[config.mk]
export PLATFORM = sky130hd
export DESIGN_NAME = bram_port_arbiter
export DESIGN_NICKNAME = d
export VERILOG_FILES = /design/src/rtl/bram_port_arbiter_pkg.sv /design/src/rtl/bram_port_arbiter_rr_arbiter.sv /design/src/rtl/bram_port_arbiter.sv
export SDC_FILE = /design/constraint.sdc
export NUM_CORES = 1
export LEC_CHECK = 0
export ABC_AREA = 0
export CAP_MARGIN = 20
export CORE_AREA = 2 2 446 448
export CTS_CLUSTER_SIZE = 28
export DETAILED_ROUTE_END_ITERATION = 8
export DIE_AREA = 0 0 448 450
export PLACE_DENSITY = 0.36
export SLEW_MARGIN = 10
export SYNTH_ARGS = -nofsm -noshare
export SYNTH_HDL_FRONTEND = slang
export SYNTH_SLANG_ARGS = --single-unit
[constraint.sdc]
create_clock -name clk -period 3.93 [get_ports clk]
set_clock_uncertainty 0.2 [all_clocks]
set_input_delay 0.786 -clock clk [delete_from_list [all_inputs] [get_ports clk]]
set_output_delay 0.786 -clock clk [all_outputs]
set_load 0.02 [all_outputs]
[src/rtl/bram_port_arbiter_pkg.sv]
// rtl/bram_port_arbiter_pkg.sv - shared BRAM port constants, request payload type and lock states
package bram_port_arbiter_pkg;

  localparam int DEF_BRAM_ADDR_WIDTH = 32;
  localparam int DEF_BRAM_DATA_WIDTH = 128;
  localparam int DEF_BYTES_PER_WIDTH = DEF_BRAM_DATA_WIDTH / 8;
  localparam int LOCK_TIMER_WIDTH    = 8;

  typedef struct packed {
    logic [DEF_BRAM_ADDR_WIDTH-1:0] addr;
    logic [DEF_BYTES_PER_WIDTH-1:0] we;
    logic [DEF_BRAM_DATA_WIDTH-1:0] wdata;
    logic                           lock;
  } req_t;

  typedef enum logic {
    UNLOCKED = 1'b0,
    LOCKED   = 1'b1
  } lock_state_e;

  function automatic int wrap_inc(input int idx, input int n);
    return (idx >= n - 1) ? 0 : idx + 1;
  endfunction

endpackage

[src/rtl/bram_port_arbiter_rr_arbiter.sv]
// rtl/bram_port_arbiter_rr_arbiter.sv - combinational round-robin pick: first request at or after ptr
module bram_port_arbiter_rr_arbiter #(
  parameter int N  = 4,
  parameter int IW = $clog2(N)
) (
  input  logic [N-1:0]  req,
  input  logic [IW-1:0] ptr,
  output logic [N-1:0]  gnt,
  output logic [IW-1:0] idx
);

  logic [N-1:0] upper;
  logic [N-1:0] pick;

  // Requests at or above ptr win; otherwise wrap around to the lowest set request.
  always_comb begin
    upper = req & ({N{1'b1}} << ptr);
    pick  = (|upper) ? upper : req;
    gnt   = '0;
    idx   = '0;
    for (int k = N - 1; k >= 0; k--) begin
      if (pick[k]) begin
        gnt    = '0;
        gnt[k] = 1'b1;
        idx    = IW'(k);
      end
    end
  end

endmodule

[src/rtl/bram_port_arbiter.sv]
// rtl/bram_port_arbiter.sv - round-robin sharing of one BRAM port with lock, registered drive and in-order read return
module bram_port_arbiter
  import bram_port_arbiter_pkg::*;
#(
  parameter int NUM_REQ         = 4,
  parameter int BRAM_ADDR_WIDTH = DEF_BRAM_ADDR_WIDTH,
  parameter int BRAM_DATA_WIDTH = DEF_BRAM_DATA_WIDTH,
  parameter int BYTES_PER_WIDTH = DEF_BYTES_PER_WIDTH,
  parameter int READ_LATENCY    = 1,
  parameter int LOCK_TIMEOUT    = 255
) (
  input  logic                                 clk,
  input  logic                                 rst,
  input  logic                                 enable,
  input  logic [NUM_REQ-1:0]                   req,
  input  logic [NUM_REQ*BRAM_ADDR_WIDTH-1:0]   req_addr,
  input  logic [NUM_REQ*BYTES_PER_WIDTH-1:0]   req_we,
  input  logic [NUM_REQ*BRAM_DATA_WIDTH-1:0]   req_wdata,
  input  logic [NUM_REQ-1:0]                   req_lock,
  output logic [NUM_REQ-1:0]                   gnt,
  output logic [NUM_REQ-1:0]                   rvalid,
  output logic [BRAM_DATA_WIDTH-1:0]           rdata,
  output logic                                 lock_err,
  output logic                                 bram_clk,
  output logic                                 bram_en,
  output logic [BRAM_ADDR_WIDTH-1:0]           bram_addr,
  output logic [BYTES_PER_WIDTH-1:0]           bram_we,
  output logic [BRAM_DATA_WIDTH-1:0]           bram_din,
  input  logic [BRAM_DATA_WIDTH-1:0]           bram_dout
);

  localparam int IW = (NUM_REQ > 1) ? $clog2(NUM_REQ) : 1;
  localparam logic [LOCK_TIMER_WIDTH-1:0] TIMEOUT_LAST = LOCK_TIMER_WIDTH'(LOCK_TIMEOUT - 1);

  logic [BRAM_ADDR_WIDTH-1:0] addr_a  [NUM_REQ];
  logic [BYTES_PER_WIDTH-1:0] we_a    [NUM_REQ];
  logic [BRAM_DATA_WIDTH-1:0] wdata_a [NUM_REQ];

  for (genvar g = 0; g < NUM_REQ; g++) begin : g_unpack
    assign addr_a[g]  = req_addr[g*BRAM_ADDR_WIDTH +: BRAM_ADDR_WIDTH];
    assign we_a[g]    = req_we[g*BYTES_PER_WIDTH +: BYTES_PER_WIDTH];
    assign wdata_a[g] = req_wdata[g*BRAM_DATA_WIDTH +: BRAM_DATA_WIDTH];
  end

  lock_state_e                 state_q, state_d;
  logic [IW-1:0]               owner_q, owner_d;
  logic [LOCK_TIMER_WIDTH-1:0] timer_q, timer_d;
  logic                        lock_err_q, lock_err_d;
  logic [IW-1:0]               ptr_q;

  logic [NUM_REQ-1:0]          rr_gnt;
  logic [IW-1:0]               rr_idx;
  logic                        accept;
  logic [IW-1:0]               acc_idx;
  logic                        sel_lock;
  logic                        is_read;

  logic [READ_LATENCY:0]       tag_vld;
  logic [IW-1:0]               tag_id [READ_LATENCY+1];

  bram_port_arbiter_rr_arbiter #(
    .N  (NUM_REQ),
    .IW (IW)
  ) u_rr (
    .req (req),
    .ptr (ptr_q),
    .gnt (rr_gnt),
    .idx (rr_idx)
  );

  // While locked only the owner may be granted; the round-robin pick is ignored.
  always_comb begin
    gnt = '0;
    if (enable) begin
      if (state_q == LOCKED) begin
        gnt[owner_q] = req[owner_q];
      end else begin
        gnt = rr_gnt;
      end
    end
  end

  assign accept   = |gnt;
  assign acc_idx  = (state_q == LOCKED) ? owner_q : rr_idx;
  assign sel_lock = req_lock[acc_idx];
  assign is_read  = ~|we_a[acc_idx];

  always_ff @(posedge clk or negedge rst) begin
    if (!rst) begin
      ptr_q     <= '0;
      bram_en   <= 1'b0;
      bram_addr <= '0;
      bram_we   <= '0;
      bram_din  <= '0;
    end else begin
      bram_en <= accept;
      if (accept) begin
        ptr_q     <= IW'(wrap_inc(int'(acc_idx), NUM_REQ));
        bram_addr <= addr_a[acc_idx];
        bram_we   <= we_a[acc_idx];
        bram_din  <= wdata_a[acc_idx];
      end else begin
        bram_we   <= '0;
      end
    end
  end

  // Read tags travel alongside the BRAM latency so returns stay in issue order.
  always_ff @(posedge clk or negedge rst) begin
    if (!rst) begin
      tag_vld <= '0;
      for (int k = 0; k <= READ_LATENCY; k++) begin
        tag_id[k] <= '0;
      end
    end else begin
      tag_vld   <= {tag_vld[READ_LATENCY-1:0], accept & is_read};
      tag_id[0] <= acc_idx;
      for (int k = 1; k <= READ_LATENCY; k++) begin
        tag_id[k] <= tag_id[k-1];
      end
    end
  end

  always_comb begin
    rvalid = '0;
    if (tag_vld[READ_LATENCY]) begin
      rvalid[tag_id[READ_LATENCY]] = 1'b1;
    end
  end

  assign rdata    = tag_vld[READ_LATENCY] ? bram_dout : '0;
  assign bram_clk = clk;
  assign lock_err = lock_err_q;

  always_ff @(posedge clk or negedge rst) begin
    if (!rst) begin
      state_q    <= UNLOCKED;
      owner_q    <= '0;
      timer_q    <= '0;
      lock_err_q <= 1'b0;
    end else begin
      state_q    <= state_d;
      owner_q    <= owner_d;
      timer_q    <= timer_d;
      lock_err_q <= lock_err_d;
    end
  end

  // Timer counts enabled locked cycles without an owner access; enable low freezes it.
  always_comb begin
    state_d    = state_q;
    owner_d    = owner_q;
    timer_d    = timer_q;
    lock_err_d = lock_err_q;
    case (state_q)
      UNLOCKED: begin
        if (accept && sel_lock) begin
          state_d = LOCKED;
          owner_d = acc_idx;
          timer_d = '0;
        end
      end
      LOCKED: begin
        if (enable) begin
          if (accept) begin
            timer_d = '0;
            if (!sel_lock) begin
              state_d = UNLOCKED;
            end
          end else if (timer_q == TIMEOUT_LAST) begin
            state_d    = UNLOCKED;
            timer_d    = '0;
            lock_err_d = 1'b1;
          end else begin
            timer_d = timer_q + 1'b1;
          end
        end
      end
      default: state_d = UNLOCKED;
    endcase
  end

endmodule
Yosys cells after proc, flatten, opt, wreduce, memory -nomap -nowiden
Cells that the tools add are included.
- register bits: 197
- bits of input ports: 843
- output and inout port bits: 315
- logic and storage cells: 85
- add/subtract/negate cells: 2
- magnitude comparators: 7
- equal/unequal tests: 3
- shifts and indexed selects: 1
- muxes and demuxes: 44
- bitwise operators: 6
- reduce and logical (&&, ||, !) cells: 10
- operators with widths (operator ; count):
    128-bit 2-to-1 mux ; 3
    128-bit binary-select mux with 2-bit select ; 1
    32-bit binary-select mux with 2-bit select ; 1
    32-bit 2-to-1 mux ; 2
    16-bit 2-to-1 mux ; 3
    16-bit binary-select mux with 2-bit select ; 1
    4-bit 2-to-1 mux ; 8
    8-bit 2-to-1 mux ; 4
    8-bit one-hot mux with 2 select lines ; 1
    16-bit OR reduction ; 1
    2-bit 2-to-1 mux ; 6
    2-bit by 3-bit < comparator with 1-bit output, second input constant ; 3
    1-bit 2-to-1 mux ; 9
    8-bit by 1-bit adder with 8-bit output, second input constant ; 1
    4-bit AND ; 2
    8-bit equality test, second input constant ; 1
    4-bit OR reduction ; 2
    1-bit binary-select mux with 2-bit select ; 2
    1-bit demux with 2-bit select ; 2
    2-bit by 1-bit >= comparator with 1-bit output, second input constant ; 2
    2-bit inequality test, second input constant ; 2
    2-bit AND reduction ; 2
    4-bit AND reduction ; 1
    4-bit by 2-bit << shifter with 4-bit output, first input constant ; 1
    other kinds (9) ; 12

Logic depth before layout (Yosys ltp)
Gate-level depths: netlist (run 1).
- depth in word-level cells: 16
- mapped depth: 13

Cells and area by module
From an unflattened synthesis (run 1), not the netlist that was laid out.
- cell total of the unflattened synthesis: 2124
- area total of the unflattened synthesis: 13746.9 µm²
- by module, submodules not included (module ; times used ; cells each ; area an instance (µm²) ; seq. area each (µm²)):
    bram_port_arbiter ; 1 ; 2096 ; 13549.2 ; 4929.7
    bram_port_arbiter_rr_arbiter ; 1 ; 28 ; 197.7 ; 0.0

==> results of run 1 <==
==> registers in the layout (all words and copies together), names as in the netlist <==
name and count:
state_q 1, timer_q 8, owner_q 2, bram_we 16
bram_din 128, tag_vld 2, bram_en 1, ptr_q 2
tag_id 4, lock_err 1, bram_addr 32
==> per-layer routing <==
layer | up-vias | track usage
met5 | - | 0.00722
li1 | 9302 | -
met3 | 221 | 0.0532
met4 | 92 | 0.0596
met1 | 9141 | 0.138
met2 | 813 | 0.214
==> cells by family (layout without fill, tap and decap cells) <==
kind of cell / count (synthesis) / after routing
simple gates: 1523 / 1523
compound gates: 229 / 229
flops: 197 / 197
buf+inv: 189 / 1304
mux: 21 / 21
fa+ha+maj: 3 / 3
xor+xnor: 2 / 2
other cells: 0 / 41
==> critical path: stages <==
cell	delay [ns]
clkbuf_16	0.12
clkbuf_16	0.13
clkdlybuf4s50_1	0.52
==> power by group through the flow <==
stage               clock network, mW  logic, mW  registers (mW)
finish                           2.24       15.4            3.63
global route                     2.41       16.9            3.76
CTS                              2.36       15.8            3.65
detailed placement             0.0342       15.7            3.67
global placement               0.0342       15.7            3.66
floorplan                      0.0297       6.99            4.60
==> worst min-delay path by stage <==
| stage | from | to | slack, ns | cells after the start |
|---|---|---|---|---|
| floorplan | tag_id[2] | tag_id[0] | 0.13 | 0 |
| global placement | tag_id[2] | tag_id[0] | 0.14 | 0 |
| detailed placement | tag_id[2] | tag_id[0] | 0.14 | 0 |
| CTS | tag_id[2] | tag_id[0] | 0.16 | 0 |
| global route | tag_id[2] | tag_id[0] | 0.16 | 0 |
| finish | tag_id[2] | tag_id[0] | 0.15 | 0 |
==> repair_timing <==
item,in CTS,in global routing
resized for setup,0,1
endpoints found under the setup margin,0,1
buffers inserted,0,0
hold buffers,1,0
hold endpoints to repair,29,0
==> layout make-up <==
| type | count | area [µm²] | area share |
|---|---|---|---|
| diodes | 41 | 103 | 0.00342 |
| inverters | 13 | 63.8 | 0.00213 |
| repair buffers | 1255 | 12700 | 0.424 |
| well taps | 2640 | 3300 | 0.110 |
| flip-flops and latches | 197 | 4930 | 0.164 |
| clock inverters | 14 | 163 | 0.00543 |
| multi-input cells | 1778 | 8190 | 0.273 |
| clock buffers | 22 | 514 | 0.0172 |
==> per-stage QoR <==
stage	hold slack (ns)	power [mW]	std cells	setup slack, ns	setup TNS, ns
after global routing	0.162	23.1	5946	0.0949	0
after CTS	0.158	21.8	5919	0.0228	0
final	0.155	21.3	5960	0.204	0
after detailed placement	0.137	19.4	5883	0.00270	0
after floorplan	0.131	11.6	2164	0.572	0
after global placement	0.138	19.4	5883	-0.0153	-0.0255
==> placed cells by master (no fill, tap or decap), types with 13 or more instances in the layout <==
cell / netlist / layout
buf_4: 2 / 68
a211oi_1: 14 / 14
buf_12: 0 / 31
o21ai_0: 163 / 163
clkbuf_16: 0 / 20
and2_1: 128 / 128
a21oi_1: 13 / 13
clkdlybuf4s50_1: 0 / 1154
diode_2: 0 / 41
nand2_1: 994 / 994
nor3_1: 27 / 27
nand3_1: 331 / 331
dfrtp_1: 197 / 196
nor2_1: 18 / 18
==> metrics.md, run 1 <==
| Metric | Value |
|---|---|
| Status | completed |
| Detailed Route WL | 133,000 µm |
| Comb power frac | 0.724 |
| Placer congestion estimate | 0.907 |
| Ys async rst share | 1.00 |
| Worst Reg-to-Reg Cells | 10 |
| Period utilization | 0.948 |
| Num ports | 1,158 |
| CTS tree | yes |
| GR Overflow Total | 0 |
| Initial Utilization | 0.0707 |
| Synth Area in Simple Gates | 0.473 |
| Syn_area_per_cell | 6.42 µm² |
| Register area share after synthesis | 0.355 |
| Main combinational cell family by area after synthesis | simple AND/OR/NAND/NOR gates |
| Via Count | 19,569 |
| Switching share of power | 0.534 |
| Max-slew violations | 0 |
| WP data arrival | 2.74 ns |
| Via density | 3.28 |
| Met2 WL | 65,200 µm |
| Final ANT Viol Nets | 0 |
| Largest net degree at the start of global routing | 133 |
| Minimum clock period | 3.73 ns |
| Pwr Density | 710 mW/mm² |
| Top layer in use | met5 |
| Count of cell types in the netlist | 55 |
| Sw Pwr | 11.4 mW |
| Clock-pin slew on the worst setup and hold paths | 0.09 ns |
| Yosys warns | 0 |
| Yosys reg bits | 197 |
| Internal power | 9.92 mW |
| Xor/xnor cell area share of the yosys netlist | 0.00126 |
| Max cap viols | 0 |
| Vias in the first global route | 19,381 |
| RSZ-0062 raised after global routing | false |
| Post-DP HPWL | 113,000 µm |
| Clk Latency, worst-skew pair | 0.67 ns |
| Yosys top cell by area | dfrtp_1 |
| PortBufs | 1,157 |
| Post-synthesis cell count | 2,164 |
| Syn nets | 3,010 |
| Layout area overhead | 116% |
| Average wire per standard cell | 22.4 µm |
| Worst reg2reg path startpoint | ptr_q[1] |
| Reg-to-Reg End | bram_addr[11] |
| Slew HR | 0.450 |
| Fillers | 22,727 |
| WL met1 | 49,800 µm |
| Die X | 448 µm |
| Critical Path Sink Type | output port |
| Synth Area in Compound Gates | 0.0951 |
| R2r setup slk | 0.68 ns |
| Req. time, crit path | 2.94 ns |
| Design area | 0.0300 mm² |
| Die Ht | 450 µm |
| GRT Overall Usage | 0.128 |
| Synth area leaders | dfrtp_1 (35%), nand2_1 (27%), nand3_1 (12%) |
| Die Area | 0.202 mm² |
| Part of the power in registers | 0.171 |
| Drt drc | 0 |
| CP startpoint | clk |
| Critical path class | clock port to output port |
| Core area | 0.197 mm² |
| Slew at the pin closest to its max-slew limit | 0.824 ns |
| Syn Std Cell Area | 0.0139 mm² |
| Post-synth top area share | 0.355 |
| Hold Crit Class | register to register |
| Clk pwr share | 0.105 |
| Max VDD drop | 0.449 mV |
| Top cells by count, synth | nand2_1 (994), nand3_1 (331), dfrtp_1 (197) |
| Leakage | 12.0 nW |
| F_max | 0.269 GHz |
| Post-Synth Adder-Cell Area | 0.00270 |
| Final setup vio count | 0 |
| Post-Place Cell Area | 0.0292 mm² |
| DR iter-0 viols | 1,283 |
| Count leader, synth | nand2_1 |
| Layout Nets | 4,112 |
| Mux share of post-synthesis cell area | 0.0159 |
| Pre-Repair DR Iteration Count | 5 |
| Share of cells above drive strength 1 | 0.0476 |
| Post-synth EDFFs | 0 |
| First-pass GRT wire length | 173,000 µm |
| Row count | 163 |
| CP Launch Type | clock port |
| Met3 WL | 12,800 µm |
| Final core utilization | 0.152 |
| Initial antenna violation count | 123 |
| Hold Vio Cnt, Final | 0 |
| Predominant post-synthesis flop cell | dfrtp_1 |
| Max FO, Critical Path | 3 |
| CP Capture Point | bram_clk |
Note: power is estimated with default switching activity, not from simulation.
==> run 2: changes to the inputs <==
--- a/config.mk
+++ b/config.mk
@@ -12,6 +12,7 @@
 export DETAILED_ROUTE_END_ITERATION = 8
 export DIE_AREA = 0 0 448 450
 export PLACE_DENSITY = 0.36
+export SKIP_LAST_GASP = 1
 export SLEW_MARGIN = 10
 export SYNTH_ARGS = -nofsm -noshare
 export SYNTH_HDL_FRONTEND = slang
==> results of run 2 <==
The final DEF is identical to that of run 1; final timing and power are the same.
==> run 3: changes to the inputs <==
--- a/config.mk
+++ b/config.mk
@@ -11,7 +11,9 @@
 export CTS_CLUSTER_SIZE = 28
 export DETAILED_ROUTE_END_ITERATION = 8
 export DIE_AREA = 0 0 448 450
+export GPL_ROUTABILITY_DRIVEN = 0
 export PLACE_DENSITY = 0.36
+export REMOVE_ABC_BUFFERS = 1
 export SKIP_LAST_GASP = 1
 export SLEW_MARGIN = 10
 export SYNTH_ARGS = -nofsm -noshare
==> run 3 against run 2 <==
  * Cell area decreased by 0.13%
  * Flip-flop and latch count unchanged
  * Sequential share of layout area about the same
  * Core utilization about the same
  * Worst setup slack got worse by 0.091 ns
  * Global-route usage decreased by 1.0 points
  * Register-to-register slack got worse by 0.05 ns
  * Die area unchanged
  * Worst hold slack improved by 0.00058 ns
  * Clock power decreased by 3%
  * Combinational power about the same
  * Non-clock buffer count increased by 12
  * Critical endpoint is now gnt[2]
  * Largest power group unchanged
  * Highest routed layer unchanged
==> metrics.md, run 3 (synthesized netlist as in run 1, its figures left out) <==
| Metric | Value |
|---|---|
| Slew at the pin closest to its max-slew limit | 0.836 ns |
| CP cell instances | clkdlybuf4s50_1, buf_4, inv_1, a21boi_0, o2111ai_1, a21boi_1, clkdlybuf4s50_1 |
| Power, Total | 21.2 mW |
| CP peak stage delay | 0.70 ns |
| Final ANT Viol Nets | 0 |
| Clk Latency, worst-skew pair | 0.66 ns |
| Critical Path Sink Type | output port |
| Minimum clock period | 3.82 ns |
| Hold endpoint | tag_id[0] |
| Hold path start | tag_id[2] |
| Final std cells w/o fill | 5,943 |
| Family with the most delay on the worst path | buffers and inverters |
| Clock-pin slew on the worst setup and hold paths | 0.09 ns |
| CP Launch Type | input pin |
| Layout Nets | 4,124 |
| Commonest non-fill, non-tap cell in the layout | clkdlybuf4s50_1 |
| Largest net degree at the start of global routing | 139 |
| Max-slew violations | 0 |
| Setup Total Neg Slack | 0 ns |
| Cell depth of the worst setup path | 7 |
| Reg-to-Reg End | bram_din[21] |
| Biggest register | bram_din |
| F_max | 0.262 GHz |
| Layout area overhead | 115% |
| Worst reg2reg path startpoint | ptr_q[1] |
| Crit-path most repeated cell | clkdlybuf4s50_1 |
| Via density | 3.22 |
| RSZ-0062 raised after global routing | false |
| Period utilization | 0.971 |
| Leakage | 12.1 nW |
| Max VDD drop | 0.494 mV |
| Final setup vio count | 0 |
| Detailed Route WL | 123,000 µm |
| Hold path depth | 0 |
| Hold Vio Cnt, Final | 0 |
| Die Ht | 450 µm |
| Worst Reg-to-Reg Cells | 9 |
| Slew HR | 0.443 |
| Design area | 0.0299 mm² |
| Max cap viols | 0 |
| Max FO, Critical Path | 5 |
| Fillers | 22,624 |
| Final core utilization | 0.152 |
| Pre-CTS WS | 0.0224 ns |
| Drt drc | 0 |
| GRT Overall Usage | 0.118 |
| Critical path class | input pin to output port |
| Max reg flops | 128 |
| Fin Hold WS | 0.155 ns |
| DR iter-0 viols | 1,045 |
| Final worst slack | 0.112 ns |
| CP max stage cell | clkdlybuf4s50_1 |
| Initial Utilization | 0.0707 |
| WP data arrival | 2.83 ns |
| Req. time, crit path | 2.94 ns |
| Average wire per standard cell | 20.7 µm |
| Num ports | 1,158 |
| First-pass GRT wire length | 163,000 µm |
| Initial antenna violation count | 70 |
| Pre-Repair DR Iteration Count | 5 |
| Via Count | 19,115 |
| Largest registers | bram_din (128), bram_addr (32), bram_we (16) |
| PortBufs | 1,157 |
| Hold Crit Class | register to register |
| Pwr Density | 708 mW/mm² |
| Post-Place Cell Area | 0.0292 mm² |
| Post-DP HPWL | 103,000 µm |
| GR Overflow Total | 0 |
| Bufs and invs on worst path | 4 |
| Die X | 448 µm |
| Row count | 163 |
| CTS tree | yes |
| R2r setup slk | 0.63 ns |
| Highest-count cells in the layout ignoring fill and taps | clkdlybuf4s50_1 (1,155), nand2_1 (994), nand3_1 (331) |
| Post-Place Cells | 5,895 |
| Status | completed |
| Vias in the first global route | 19,236 |
| Core area | 0.197 mm² |
| Share of cells above drive strength 1 | 0.0507 |
| Die Area | 0.202 mm² |
-- run 3: area by class of cell --
| type | instances | area, µm² | share of cell area |
|---|---|---|---|
| Clock buffer | 24 | 532 | 0.0178 |
| Sequential cell | 197 | 4930 | 0.165 |
| Inverter | 13 | 63.8 | 0.00213 |
| Clock inverter | 12 | 134 | 0.00447 |
| Tap cell | 2640 | 3300 | 0.110 |
| Antenna cell | 12 | 30.0 | 0.00100 |
| Multi-Input combinational cell | 1778 | 8190 | 0.274 |
| Timing Repair Buffer | 1267 | 12800 | 0.426 |
-- run 3: metal layers --
layer	track usage	wire length (µm)	share of wire	vias to the layer above
met5	0	383	0.0031	-
met4	0.0278	2440	0.020	66
met3	0.0381	9790	0.080	147
met2	0.210	62100	0.50	695
met1	0.134	48400	0.39	8919
li1	-	-	-	9288
-- run 3: power by group --
part | total (mW) | internal (mW) | switching (mW)
Combinational | 15.4 | 5.92 | 9.46
Clock | 2.17 | 1.02 | 1.15
Sequential | 3.66 | 3.03 | 0.633
-- run 3: worst max-delay path by stage --
stage           start  slack, ns           end
6_report       req[3]       0.11        gnt[2]
3_5_place_dp   req[2]       0.02  bram_din[21]
2_1_floorplan  req[2]     -11.20    owner_q[0]
4_1_cts        req[2]       0.09        gnt[3]
3_3_place_gp   req[0]       0.06    tag_vld[0]
5_1_grt        req[3]      0.008        gnt[2]
-- run 3: what timing repair did --
action	in CTS	in global routing
buffers inserted	0	0
endpoints found under the hold margin	25	0
setup endpoints to repair	1	1
hold buffers	1	0
resized for setup	1	1
